`src/rtl/alu_arbiter.sv`:
```
// Two-requester round-robin front end sharing one 6-bit signed ALU, with a
// held response stage and a counter of completed response handshakes.
module alu_arbiter #(
    parameter int CNT_W = 8
) (
    input  logic             clk,
    input  logic             rst,
    input  logic             req0_valid,
    output logic             req0_ready,
    input  logic [5:0]       req0_a,
    input  logic [5:0]       req0_b,
    input  logic [1:0]       req0_opr,
    input  logic             req1_valid,
    output logic             req1_ready,
    input  logic [5:0]       req1_a,
    input  logic [5:0]       req1_b,
    input  logic [1:0]       req1_opr,
    output logic             rsp_valid,
    input  logic             rsp_ready,
    output logic [6:0]       rsp_data,
    output logic             rsp_id,
    output logic [CNT_W-1:0] op_count
);

    typedef enum logic [1:0] {
        IDLE = 2'd0,
        EXEC = 2'd1,
        RESP = 2'd2
    } state_t;

    state_t           state_r;
    state_t           state_s;
    logic [5:0]       a_r;
    logic [5:0]       b_r;
    logic [1:0]       opr_r;
    logic             id_r;
    logic             last_grant_r;
    logic [6:0]       rsp_data_r;
    logic             rsp_id_r;
    logic [CNT_W-1:0] op_count_r;
    logic             grant_s;
    logic             accept_s;
    logic [5:0]       alu_res_s;

    // Every intermediate is kept at 6 bits so all arithmetic wraps naturally.
    function automatic logic [5:0] alu_calc(input logic [5:0] a,
                                            input logic [5:0] b,
                                            input logic [1:0] opr);
        logic [5:0] t;
        logic [5:0] res;
        t   = 6'd0;
        res = 6'd0;
        case (opr)
            2'b00: res = {a[3:0], 2'b00} + {b[5], b[5:1]};
            2'b01: res = a + b + {b[4:0], 1'b0};
            2'b10: res = 6'd0 - b;
            2'b11: begin
                t   = {a[4:0], 1'b0} - b;
                res = t[5] ? (6'd0 - t) : t;
            end
            default: res = 6'd0;
        endcase
        return res;
    endfunction

    assign alu_res_s = alu_calc(a_r, b_r, opr_r);

    // Grant selection, readies and next-state decode.
    always_comb begin
        state_s    = state_r;
        grant_s    = 1'b0;
        req0_ready = 1'b0;
        req1_ready = 1'b0;
        case (state_r)
            IDLE: begin
                if (req0_valid && req1_valid) begin
                    grant_s = ~last_grant_r;
                end else if (req1_valid) begin
                    grant_s = 1'b1;
                end else begin
                    grant_s = 1'b0;
                end
                if (!rst && (req0_valid || req1_valid)) begin
                    req0_ready = ~grant_s;
                    req1_ready = grant_s;
                    state_s    = EXEC;
                end else begin
                    state_s = IDLE;
                end
            end
            EXEC: state_s = RESP;
            RESP: begin
                if (rsp_ready) begin
                    state_s = IDLE;
                end else begin
                    state_s = RESP;
                end
            end
            default: state_s = IDLE;
        endcase
    end

    assign accept_s = (req0_valid && req0_ready) || (req1_valid && req1_ready);

    // State, operand latch, response register and completion counter.
    always_ff @(posedge clk) begin
        if (rst) begin
            state_r      <= IDLE;
            a_r          <= 6'd0;
            b_r          <= 6'd0;
            opr_r        <= 2'd0;
            id_r         <= 1'b0;
            last_grant_r <= 1'b1;
            rsp_data_r   <= 7'd0;
            rsp_id_r     <= 1'b0;
            op_count_r   <= '0;
        end else begin
            state_r <= state_s;
            if (accept_s) begin
                a_r          <= grant_s ? req1_a : req0_a;
                b_r          <= grant_s ? req1_b : req0_b;
                opr_r        <= grant_s ? req1_opr : req0_opr;
                id_r         <= grant_s;
                last_grant_r <= grant_s;
            end
            if (state_r == EXEC) begin
                rsp_data_r <= {alu_res_s[5], alu_res_s};
                rsp_id_r   <= id_r;
            end
            if ((state_r == RESP) && rsp_ready) begin
                op_count_r <= op_count_r + CNT_W'(1);
            end
        end
    end

    assign rsp_valid = (state_r == RESP);
    assign rsp_data  = rsp_data_r;
    assign rsp_id    = rsp_id_r;
    assign op_count  = op_count_r;

endmodule

```
`config.mk`:
```
export PLATFORM = sky130hd
export DESIGN_NAME = alu_arbiter
export DESIGN_NICKNAME = d
export VERILOG_FILES = /design/src/rtl/alu_arbiter.sv
export SDC_FILE = /design/constraint.sdc
export NUM_CORES = 1
export LEC_CHECK = 0
export CAP_MARGIN = 40
export CORE_ASPECT_RATIO = 0.6
export CORE_MARGIN = 5
export CORE_UTILIZATION = 30
export DETAILED_ROUTE_END_ITERATION = 10
export GPL_TIMING_DRIVEN = 0
export SYNTH_ARGS = -nofsm -noshare
export SYNTH_HDL_FRONTEND = slang
export SYNTH_SLANG_ARGS = --single-unit
```
`constraint.sdc`:
```
create_clock -name clk -period 3.54 [get_ports clk]
set_clock_uncertainty 0.15 [all_clocks]
set_input_delay 1.062 -clock clk [delete_from_list [all_inputs] [get_ports clk]]
set_output_delay 1.062 -clock clk [all_outputs]
set_load 0.005 [all_outputs]
```
==> impl_metrics.py <==
metrics = {
    "synth": {
        "per_instance_average_area_after_synthesis_um2": 8.787,
        "synth-seq-cells": 33,
        "synth_compound_gate_area_share_pct": 16.18,
        "ys_seq_area_share_pct": 28.48,
        "synth-edff-count": 0,
        "synth_warnings": 0,
        "syn-instance-count": 264,
        "mappedNetlistArea_um2": 2320,
        "dominant_combinational_cell_family_by_area_after_synthesis": "compound AO/OA/AOI/OAI gates",
        "post_synth_xor_area_fraction_pct": 10.63,
        "yosys.cell_types.count": 45,
        "synth_area_in_adders_pct": 14.13,
        "share_of_flip_flops_with_an_asynchronous_set_or_reset_after_synthesis_pct": 0,
        "mappedNetlistNets": 319,
        "synthSimpleGateAreaFrac_pct": 15.91,
        "mux_contribution_to_synthesized_area_pct": 8.738,
        "synth-main-ff-cell": "sky130_fd_sc_hd__dfxtp_1",
    },
    "sta": {
        "timing_hold_violations_final": 0,
        "period_minus_slack_ns": 3.442,
        "worstMarginPinSlew_ns": 0.5178,
        "achievable_clock_frequency_ghz": 0.2905,
        "slew_viol_final": 0,
        "fin_tns_setup_ns": 0,
        "fin_worst_hold_slack_ns": 0.3018,
        "setup_repair_after_global_routing_missed_its_margin": "no",
        "setup_viol": 0,
        "timing.slew.headroom_pct": 65.48,
        "min_period_over_period_pct": 97.24,
    },
    "routing": {
        "route.final.wire_length_mm": 5.864,
        "vias_per_cell": 4.683,
        "postRouteAntennaNets": 0,
        "route.detailed.drc": 0,
        "dr.pass1.iters": 4,
        "dr_total_vias": 1995,
        "detail_route.iter0.violations": 133,
        "wl_per_cell_um": 13.77,
    },
    "global_routing": {
        "overflow": 0,
        "antenna_found_initial": 0,
        "maximum_number_of_pins_on_one_net_before_global_route_repair": 12,
        "grtUsageTotal_pct": 12.91,
        "number_of_global_route_vias_before_repair": 1940,
        "grt_pass1_wl_mm": 9.894,
    },
    "critical_path": {
        "worstSetupStartpointType": "input pin",
        "critPathKind": "input pin to primary output",
        "critical_path.endpoint_type": "primary output",
        "worst-endpoint-arrival_ns": 2.23,
        "required_ns": 2.33,
        "critPathMaxFanout": 4,
    },
    "clocking": {
        "htree_levels": 2,
        "num_cts_buffers": 5,
        "cts_num_sinks": 33,
        "later_pin_clock_latency_in_the_skew_report_ns": 0.28,
        "tritoncts_clock_tree": "yes",
        "clockRootBuffer": "sky130_fd_sc_hd__clkbuf_16",
        "worst_setup_hold_path_clk_slew_ns": 0.05,
        "ctsLongestPathBuffers": 2,
        "postCtsSetupBuffers": 0,
    },
    "floorplan": {
        "ios": 52,
        "initial_standard_cell_utilization_of_the_core_pct": 31.40,
        "die-height_um": 78.12,
        "coreArea_um2": 7387,
        "chipWidth_um": 123.5,
        "rows": 24,
        "die_area_um2": 9649,
    },
    "job": {
        "timing.max_cap.violations": 0,
    },
    "power": {
        "power_frac_comb_pct": 41.2,
        "peakVddDrop_v": 0.0001728,
        "power.switching_mw": 0.5210,
        "power_leakage_nw": 1.296,
        "p_int_mw": 0.9491,
        "power.clock.fraction_pct": 28.2,
        "sequentialPowerShare_pct": 30.6,
        "total_power_consumption_mw": 1.470,
        "switching_share_pct": 35.44,
        "power.density_nw_per_um2": 473.8,
    },
    "placed_design": {
        "place.detailed.hpwl_mm": 4.746,
        "placement.io_buffers": 50,
        "globalplace.congestion": 0.8017,
    },
    "final_layout": {
        "layout_commonest_cell": "sky130_fd_sc_hd__clkdlybuf4s50_1",
        "layout-drive-gt1-share_pct": 7.143,
        "number_of_nets_in_the_layout": 376,
        "areaGrowthSynthToFinish_pct": 33.76,
        "final_cell_mix": "48 x sky130_fd_sc_hd__clkdlybuf4s50_1, 33 x sky130_fd_sc_hd__nor2_1, 33 x sky130_fd_sc_hd__dfxtp_1, 18 x sky130_fd_sc_hd__mux2i_1, 16 x sky130_fd_sc_hd__inv_1",
        "antenna_cells": 0,
    },
    "status": {
        "status": "completed",
    },
    "min_path": {
        "holdCritPathClass": "flop to flop",
    },
}
## synthesized netlist by cell type, types with 3 or more instances
master	n	area (um^2)
sky130_fd_sc_hd__nor2_1	33	123.9
sky130_fd_sc_hd__xnor2_1	14	122.6
sky130_fd_sc_hd__clkbuf_1	11	41.29
sky130_fd_sc_hd__a211oi_1	15	112.6
sky130_fd_sc_hd__mux2i_1	18	180.2
sky130_fd_sc_hd__nor3_1	6	30.03
sky130_fd_sc_hd__a21oi_1	15	75.07
sky130_fd_sc_hd__o21ai_0	4	20.02
sky130_fd_sc_hd__inv_1	16	60.06
sky130_fd_sc_hd__nand2_1	14	52.55
sky130_fd_sc_hd__nand3_1	5	25.02
sky130_fd_sc_hd__a21o_1	4	30.03
sky130_fd_sc_hd__nand2b_1	3	18.77
sky130_fd_sc_hd__fa_1	7	140.1
sky130_fd_sc_hd__a311oi_1	3	26.28
sky130_fd_sc_hd__ha_1	15	187.7
sky130_fd_sc_hd__and2_1	3	18.77
sky130_fd_sc_hd__nor2b_1	3	18.77
sky130_fd_sc_hd__xor2_1	11	96.34
sky130_fd_sc_hd__dfxtp_1	33	660.6
## state kept, by name, summed over array words and instances, names as in the netlist
signal / count
a_r: 6
rsp_id: 1
last_grant_r: 1
b_r: 6
rsp_data: 6
opr_r: 2
id_r: 1
state_r: 2
op_count: 8
## final cells by class
cell class / instances / area [um^2]
fill: 759 / 4284
multi-input combinational: 198 / 1529
sequential: 33 / 660.6
timing repair buffer: 50 / 498.0
tap: 104 / 130.1
clock buffer: 5 / 125.1
buffer: 17 / 82.58
inverter: 16 / 60.06
clock inverter: 3 / 17.52
## power groups by stage
stage	combinational (mW)	sequential [mW]	clock [mW]
floorplan	0.435	0.446	0
global placement	0.597	0.457	0
detailed placement	0.602	0.458	0
CTS	0.609	0.451	0.425
global route	0.680	0.457	0.446
finish	0.606	0.449	0.415
## stage by stage
stage | cell area (um^2) | utilization, % | setup WS (ns) | std cells
global route | 3103 | 42.01 | 0.02603 | 426
CTS | 3099 | 41.95 | 0.03284 | 426
finish | 3103 | 42.01 | 0.09773 | 426
detailed placement | 2950 | 39.94 | -0.3052 | 418
floorplan | 2320 | - | 0.6341 | 264
global placement | 2950 | 39.94 | -0.3386 | 418
## layer usage
metal	up-vias	global-route usage, %	wire [um]
li1	1031	-	-
met1	916	20.61	3252
met2	43	16.37	2238
met3	5	4.095	340
met4	0	2.652	32
met5	-	0	0
## critical path, cell delays in order
cell	delay [ns]
sky130_fd_sc_hd__dlygate4sd2_1	0.27
sky130_fd_sc_hd__o21ai_2	0.10
sky130_fd_sc_hd__nor2_1	0.16
sky130_fd_sc_hd__and2_1	0.14
sky130_fd_sc_hd__clkdlybuf4s50_1	0.50
## kinds of logic after synthesis
logic type | Yosys count
simple gates | 78
flops | 33
fa+ha+maj | 22
buf+inv | 33
mux | 19
compound gates | 53
xor+xnor | 26
## worst paths after layout
path                             from                       end  slack, ns  cells after the start
min          rsp_data[2]$_SDFFE_PP0N_  rsp_data[2]$_SDFFE_PP0N_       0.30                      2
max                        req0_valid                req1_ready        0.1                      5
min reg2reg  rsp_data[2]$_SDFFE_PP0N_  rsp_data[2]$_SDFFE_PP0N_       0.30                      2
max reg2reg       a_r[1]$_SDFFE_PP0P_  rsp_data[5]$_SDFFE_PP0N_       0.69                     11
## repair_timing
action | 4_1_cts | 5_1_grt
pin swaps | 1 | 0
resized for setup | 7 | 5
cloned | 0 | 0
hold buffers | 0 | 0
endpoints found under the setup margin | 2 | 1
(Power assumes the default switching activity.)
